[config.mk]
export PLATFORM = sky130hd
export DESIGN_NAME = jzjpcc_mmio_bank
export DESIGN_NICKNAME = d
export VERILOG_FILES = /design/src/rtl/jzjpcc_mmio_bank.sv
export SDC_FILE = /design/constraint.sdc
export NUM_CORES = 2
export LEC_CHECK = 0
export BUFFER_PORTS_ARGS = -buffer_cell sky130_fd_sc_hd__buf_4
export CORE_ASPECT_RATIO = 1.75
export CORE_MARGIN = 8
export CORE_UTILIZATION = 37
export CTS_CLUSTER_SIZE = 24
export DETAILED_ROUTE_END_ITERATION = 8
export GPL_ROUTABILITY_DRIVEN = 0
export PLACE_DENSITY = 0.59
export SLEW_MARGIN = 20
export SYNTH_ARGS = -nofsm -noshare
export SYNTH_HDL_FRONTEND = slang
export SYNTH_SLANG_ARGS = --single-unit
[constraint.sdc]
create_clock -name clock -period 7.9 [get_ports clock]
set_input_delay 0.79 -clock clock [delete_from_list [all_inputs] [get_ports clock]]
set_output_delay 0.79 -clock clock [all_outputs]
set_load 0.1 [all_outputs]
[src/rtl/jzjpcc_mmio_bank.sv]
// jzjpcc_mmio_bank
//   Word-addressed MMIO register bank for the jzjpcc core. Each channel
//   provides a multi-stage input synchronizer, a byte-enabled output
//   register, a per-bit direction register and sticky per-bit change flags
//   (write-1-to-clear). Register map, selected by the top two address bits:
//     0 IN   (read-only, synchronized inputs)
//     1 OUT  (read/write)
//     2 DIR  (read/write, 1 = drive)
//     3 FLAG (read, write-1-to-clear on enabled bytes)
//
// Ports
//   clock          sole clock, rising edge
//   reset          synchronous, active-low
//   addr           {bank[1:0], channel[CH_W-1:0]}
//   readEnable     read request; data returned one cycle later
//   writeEnable    write request; takes effect at the sampling edge
//   byteEnable     per-byte write mask
//   writeData      write data
//   readData       registered read data (holds when idle)
//   readValid      one-cycle pulse after an accepted read
//   mmioInputs     external inputs, may be asynchronous
//   mmioOutputs    output registers
//   mmioDirection  per-bit direction registers
//   changePending  registered OR of every change flag
module jzjpcc_mmio_bank #(
  parameter int NUM_CHANNELS = 8,
  parameter int DATA_WIDTH   = 32,
  parameter int SYNC_STAGES  = 2,
  localparam int CH_W        = (NUM_CHANNELS > 1) ? $clog2(NUM_CHANNELS) : 1,
  localparam int NUM_BYTES   = DATA_WIDTH / 8
) (
  input  logic                                    clock,
  input  logic                                    reset,
  input  logic [CH_W+1:0]                         addr,
  input  logic                                    readEnable,
  input  logic                                    writeEnable,
  input  logic [NUM_BYTES-1:0]                    byteEnable,
  input  logic [DATA_WIDTH-1:0]                   writeData,
  output logic [DATA_WIDTH-1:0]                   readData,
  output logic                                    readValid,
  input  logic [NUM_CHANNELS-1:0][DATA_WIDTH-1:0] mmioInputs,
  output logic [NUM_CHANNELS-1:0][DATA_WIDTH-1:0] mmioOutputs,
  output logic [NUM_CHANNELS-1:0][DATA_WIDTH-1:0] mmioDirection,
  output logic                                    changePending
);

  localparam logic [1:0] BANK_IN   = 2'd0;
  localparam logic [1:0] BANK_OUT  = 2'd1;
  localparam logic [1:0] BANK_DIR  = 2'd2;
  localparam logic [1:0] BANK_FLAG = 2'd3;

  // Arm counter must hold SYNC_STAGES+1.
  localparam int              ARM_W    = $clog2(SYNC_STAGES + 2);
  localparam logic [ARM_W-1:0] ARM_INIT = ARM_W'(SYNC_STAGES + 1);

  typedef logic [NUM_CHANNELS-1:0][DATA_WIDTH-1:0] bank_t;

  // Address decode
  logic [1:0]      bank;
  logic [CH_W-1:0] ch_idx;
  assign bank   = addr[CH_W+1:CH_W];
  assign ch_idx = addr[CH_W-1:0];

  logic [DATA_WIDTH-1:0] byte_mask;
  always_comb begin
    byte_mask = '0;
    for (int b = 0; b < NUM_BYTES; b++) begin
      byte_mask[b*8 +: 8] = {8{byteEnable[b]}};
    end
  end

  // State
  bank_t                  sync_q [SYNC_STAGES];
  bank_t                  sync_d [SYNC_STAGES];
  bank_t                  prev_q, prev_d;
  bank_t                  out_q, out_d;
  bank_t                  dir_q, dir_d;
  bank_t                  flag_q, flag_d;
  logic [ARM_W-1:0]       arm_q, arm_d;
  logic [DATA_WIDTH-1:0]  rdata_q, rdata_d;
  logic                   rvalid_q, rvalid_d;
  logic                   pending_q, pending_d;

  bank_t sync_last;
  logic  armed;
  assign sync_last = sync_q[SYNC_STAGES-1];
  assign armed     = (arm_q == '0);

  always_comb begin
    sync_d[0] = mmioInputs;
    for (int s = 1; s < SYNC_STAGES; s++) begin
      sync_d[s] = sync_q[s-1];
    end
  end

  assign prev_d = sync_last;
  assign arm_d  = armed ? arm_q : arm_q - ARM_W'(1);

  // Per-channel write/flag/read logic. A channel index that matches no
  // channel simply hits nothing: reads see zero and writes are dropped.
  logic [DATA_WIDTH-1:0] rd_word [NUM_CHANNELS];

  for (genvar gi = 0; gi < NUM_CHANNELS; gi++) begin : g_ch
    logic                  ch_hit;
    logic                  wr_out, wr_dir, wr_flag;
    logic [DATA_WIDTH-1:0] clr_mask, set_mask, word;

    assign ch_hit  = (ch_idx == CH_W'(gi));
    assign wr_out  = writeEnable && ch_hit && (bank == BANK_OUT);
    assign wr_dir  = writeEnable && ch_hit && (bank == BANK_DIR);
    assign wr_flag = writeEnable && ch_hit && (bank == BANK_FLAG);

    assign out_d[gi] = wr_out ? ((out_q[gi] & ~byte_mask) | (writeData & byte_mask))
                              : out_q[gi];
    assign dir_d[gi] = wr_dir ? ((dir_q[gi] & ~byte_mask) | (writeData & byte_mask))
                              : dir_q[gi];

    // Set is applied after clear so a simultaneous edge on a bit keeps it set.
    assign clr_mask   = wr_flag ? (writeData & byte_mask) : '0;
    assign set_mask   = armed ? (sync_last[gi] ^ prev_q[gi]) : '0;
    assign flag_d[gi] = (flag_q[gi] & ~clr_mask) | set_mask;

    // Read sees the register values before this edge's write.
    always_comb begin
      word = '0;
      case (bank)
        BANK_IN:   word = sync_last[gi];
        BANK_OUT:  word = out_q[gi];
        BANK_DIR:  word = dir_q[gi];
        BANK_FLAG: word = flag_q[gi];
        default:   word = '0;
      endcase
    end
    assign rd_word[gi] = ch_hit ? word : '0;
  end

  always_comb begin
    logic [DATA_WIDTH-1:0] rd_any;
    rd_any = '0;
    for (int c = 0; c < NUM_CHANNELS; c++) begin
      rd_any = rd_any | rd_word[c];
    end
    rdata_d  = readEnable ? rd_any : rdata_q;
    rvalid_d = readEnable;
  end

  assign pending_d = |flag_d;

  always_ff @(posedge clock) begin
    if (!reset) begin
      for (int s = 0; s < SYNC_STAGES; s++) begin
        sync_q[s] <= '0;
      end
      prev_q    <= '0;
      out_q     <= '0;
      dir_q     <= '0;
      flag_q    <= '0;
      arm_q     <= ARM_INIT;
      rdata_q   <= '0;
      rvalid_q  <= 1'b0;
      pending_q <= 1'b0;
    end else begin
      for (int s = 0; s < SYNC_STAGES; s++) begin
        sync_q[s] <= sync_d[s];
      end
      prev_q    <= prev_d;
      out_q     <= out_d;
      dir_q     <= dir_d;
      flag_q    <= flag_d;
      arm_q     <= arm_d;
      rdata_q   <= rdata_d;
      rvalid_q  <= rvalid_d;
      pending_q <= pending_d;
    end
  end

  assign readData      = rdata_q;
  assign readValid     = rvalid_q;
  assign mmioOutputs   = out_q;
  assign mmioDirection = dir_q;
  assign changePending = pending_q;

endmodule

Yosys cells after proc, flatten, opt, wreduce, memory -nomap -nowiden
Memory sizes are Yosys's and may differ from the RTL's. Index checks and enable logic that the tools add are counted.

Bits in registers: 1060. RAM bits: 512. Bits of input ports: 301. Word-level logic and storage cells: 195. Memories: 1.

Add/subtract/negate cells: 1. Equal/unequal tests: 10. Muxes and demuxes: 36. Bitwise operators: 75. Reduce and logical (&&, ||, !) cells: 36.

Memories: sync_q (words 2, width 256, read ports 2, clocked after memory_dff 0, wr ports 2, line 73) `bank_t sync_q [SYNC_STAGES];`.

Operators with widths (count): 32-bit one-hot mux with 4 select lines (8); 32-bit bitwise OR (31); 32-bit bitwise AND (25); 32-bit 2-to-1 mux (24); 256-bit 2-to-1 mux (2); 32-bit NOT (9); 256-bit OR reduction (1); 32-bit bitwise XOR (8); 1-bit logical AND (32); 3-bit == test, second input constant (4); 3-bit by 2-bit == test with 1-bit output, second input constant (2); 2-bit == test, second input constant (2); 2-bit zero test (2); 3-bit by 1-bit == test with 1-bit output, second input constant (1); 3-bit zero test (1); 2-bit by 1-bit == test with 1-bit output, second input constant (1); 1-bit 2-to-1 mux (2); 1-bit bitwise OR (2); 2-bit by 1-bit subtractor with 2-bit output, second input constant (1).

Depth between registers and ports, before layout
Depth in word-level cells: 10. Mapped depth: 12. Depth with buffers taken out: 8.

Least setup slack after synthesis
No wires, ideal clock.

Path type: input-to-reg. From: input port addr[4]. To: register pending_q (netlist: changePending). Setup time: 0.125 ns. Arrival: 2.897 ns. Required time: 7.775 ns. Path slack: 4.878 ns. Stages: 9. Buffers on the path: 2. Cells stage by stage: buf_2 > nand4_4 > buf_6 > o41ai_2 > nand4_1 > nor4_1 > nand4_1 > or4_1 > o41a_1.

Cells in the longest elaborated chain, start to end: 7.

Ends and longest elaborated chain: start, declared (line 34) `input logic [CH_W+1:0] addr,`; 2-bit == test * (line 111) `assign wr_flag = writeEnable && ch_hit && (bank == BANK_FLAG);`; 1-bit logical AND (line 111); 32-bit 2-to-1 mux (line 119) `assign clr_mask = wr_flag ? (writeData & byte_mask) : '0;`; 32-bit NOT (line 121) `assign flag_d[gi] = (flag_q[gi] & ~clr_mask) | set_mask;`; 32-bit bitwise AND (line 121); 32-bit bitwise OR (line 121); 256-bit OR reduction * (line 147) `assign pending_d = |flag_d;`; end signal, assigned (line 173) `pending_q <= pending_d;`; end, declared (line 82) `logic pending_q, pending_d;`.

Every way passes the cells marked *; elsewhere a longest branch is shown, timed or not. A chain may end at the register's enable or synchronous reset.

Worst setup path in the final report
Same ends and word-level chain as after synthesis.

==> impl_results.md <==
* Area of placed instances at 0.0714 sq mm
* Post-synthesis cell area at 0.0638 sq mm
* # hold bufs at CTS at 0
* Worst-path cell chain: buf_8, nand4_4, buf_4, o31ai_1, nand4_1, nor4_1, nand4_1, or4_1, o41a_1
* Crit path largest cell delay at 0.99 ns
* Crit end category: flop
* Fin Setup TNS at 0 ns
* Max-Slew Margin vs Limit at 5.13%
* DRT Pass-1 Iters at 9
* I/O pin cnt at 847
* ANT nets after route at 0
* Die width at 330 um
* CTS clk-pin slew, worst paths at 0.07 ns
* Number of remaining DRC errors at 1
* Max Used Layer: met5
* Fin area at 0.0769 sq mm
* Port bufs at 846
* Post-Synthesis Cells at 6873
* CTS Buffer Depth at 4
* Floorplan core area at 0.171 sq mm
* Avg WL per Cell at 36.7 um
* Async SR Flop Fraction at 0%
* Remaining Overflow, GRT at 0
* WL final at 358 mm
* Top cell by count, worst path: nand4_1
* Total CTS buffers at 163
* CP required at 8.66 ns
* Post-synth EDFFs at 0
* Type of origin of the critical path: input port
* Post-CTS setup buffers at 0
* Clk_lat worst skew at 0.89 ns
* Met3 WL post-DR at 50.7 mm
* Status: finished, violations left
* CP bufs+invs at 2
* Critical Path AT at 5.22 ns
* Slew Limit Fails at 0
* Via density per instance at 6.10
* Starting Density at 37.3%
* Starting DRT DRC Count at 9265
* Gr usage total at 36.8%
* H-Tree Depth at 4
* Critical path's top delay family: simple AND/OR/NAND/NOR gates
* Number of global-route vias before repair at 55519
* # Max-Cap Violations at 0
* CTS tree: built
* Fill count at 16609
* Final worst slack at 3.44 ns
* Largest area contributor in the netlist: dfxtp_1
* HP Class: input port to flop
* Die area at 0.187 sq mm
* Die Y-Extent at 565 um
* Post-synthesis sequential area ratio at 49.3%
* Share of the synthesized area in the top cell type at 49.3%
* Layout cell share with drive strength beyond 1 at 18.5%
* Worst Tran Pin Value at 1.41 ns
* Largest net degree at the start of global routing at 310
* PostCTS Resize Cnt at 0
* Root Driver: clkbuf_16
* Power density over the cells at 235 mW/mm^2
* Main synth FF type: dfxtp_1
* Initial antenna violation count at 41
* Violated checks: design-rule violations
* Final hold violation count at 0
* Yosys reg bits at 1572
* Crit Path Class: input port to flop
* First-pass GRT wire length at 474 mm
* Max VDD drop at 0.157 mV
* Clk_skew at 0.0668 ns
* Mean Syn Cell Area at 9.29 sq um
* Routed vias at 59524
* RSZ-0062 raised after global routing: no
* TritonCTS Sinks at 1572
* Distinct cells, synth at 48
* CP max-delay cell: nor4_1
* Detail Placement HPWL at 263 mm
* Final Cycle Share at 56.5%
* Dominant cells by area after synthesis: dfxtp_1 49%, and2_1 8.2%, a21boi_0 7.6%
* Area Overhead vs Synth at 20.5%
* FMAX at 0.224 GHz
* Wl on met1 at 122 mm
* Synth warnings at 0
* Fin nets at 7684
* Post-place setup slack at 2.74 ns
* Row cnt at 201
* Worst-path maximum fanout at 80
* Final setup violation count at 0
* Leakage at 0.0307 uW
* Final worst path period need at 4.46 ns
* Met2 WL post-DR at 145 mm
* Post-synth net total at 7175
==> routing by layer <==
layer | GRT usage, % | vias to the layer above
li1 | - | 24762
met1 | 40.9 | 28471
met2 | 52.3 | 4815
met3 | 16.3 | 1462
met4 | 33.3 | 14
met5 | 0.864 | -
==> cells by family after synthesis <==
| family | share of synthesized area, % |
|---|---|
| AND/OR/NAND/NOR | 17.7 |
| AO/OA/AOI/OAI | 19.3 |
| flip-flops | 49.3 |
| buffers and inverters | 3.63 |
| multiplexers | 6.53 |
| XOR/XNOR | 3.53 |
| adder cells (fa/ha/maj) | 0.0196 |
==> layout by cell type, fill, tap and decap left out, types with 4 or more instances in the layout <==
master and count:
nand2_1 846, o21ai_0 783, nand3_1 68, buf_4 921, a22oi_1 112, a31oi_1 44, clkbuf_8 27, dfxtp_1 1572
clkbuf_1 39, bufinv_16 13, mux4_2 96, clkinv_2 21, a221oi_1 25, clkinv_4 4, a21boi_0 647, nand4b_1 33
a221oi_2 5, nor2b_1 61, a22o_1 5, and2_1 838, nor2_1 169, o31a_1 23, clkbuf_16 164, a2111oi_0 12
mux2_2 75, a211oi_1 11, nor4_1 33, mux2i_1 116, nand2_2 11, diode_2 36, o31ai_1 79, o22ai_1 50
clkinvlp_4 4, nand4_1 118, nand2b_2 4, xor2_1 257, inv_6 4, buf_12 4, a21oi_1 150
==> cell type report <==
class | instances | area (sq um) | area share, %
Timing Repair Buffer | 933 | 7110 | 9.24
Tap cell | 2233 | 2790 | 3.63
Clock inverter | 49 | 644 | 0.838
Clock buffer | 230 | 4620 | 6.01
Antenna cell | 36 | 90.1 | 0.117
Sequential cell | 1572 | 31500 | 40.9
Inverter | 3 | 11.3 | 0.0146
Multi-Input combinational cell | 4709 | 30200 | 39.2
==> Yosys cell counts (2+ instances only) <==
master and n:
a2111oi_0 12, a211oi_1 12, a21boi_0 647, a21oi_1 153, a221oi_1 30, a22o_1 5
a22oi_1 113, a31oi_1 44, and2_1 838, and4_1 2, buf_1 70, buf_2 44
buf_4 4, buf_6 3, clkbuf_1 468, dfxtp_1 1572, inv_1 3, mux2_2 75
mux2i_1 116, mux4_2 96, nand2_1 857, nand2b_1 7, nand3_1 69, nand4_1 118
nand4b_1 33, nor2_1 173, nor2b_1 62, nor3_1 3, nor4_1 34, o21ai_0 783
o21ai_1 2, o22ai_1 50, o31a_1 23, o31ai_1 79, or2_2 2, or3_1 2
or4_1 2, xor2_1 257
==> worst paths after layout <==
path                                   from                         to  slack (ns)  depth (start not counted)
setup / recovery                    addr[4]   changePending$_SDFF_PN0_        3.44                          9
setup reg to reg      arm_q[0]$_SDFFE_PN1N_   changePending$_SDFF_PN0_        3.51                          9
hold reg to reg   sync_q[0][101]$_SDFF_PN0_  sync_q[0][357]$_SDFF_PN0_        0.42                          1
hold / removal               mmioInputs[33]   sync_q[0][33]$_SDFF_PN0_        0.13                          2
==> power breakdown <==
part / internal [uW] / switching [uW]
registers: 8140 / 241
clock network: 4510 / 3420
logic: 511 / 1260
==> stage by stage <==
step	power, uW	hold WS, ns	utilization (%)	instances
after floorplan	9370	0.412	-	6873
after global placement	10200	0.419	41.7	9440
after detailed placement	10200	0.418	41.7	9441
after CTS	18000	0.118	44.8	9720
after global routing	18400	0.113	44.9	9732
final	18100	0.126	44.9	9765
==> worst register-to-register path, delay by kind of cell (launching register included) <==
kind            cells  cell delay [ns]
compound gates      1             0.44
fa+ha+maj           1             0.36
buf+inv             2             0.56
flops               1             0.36
simple gates        5             2.58
No activity file was read; power rests on OpenSTA's default activity.
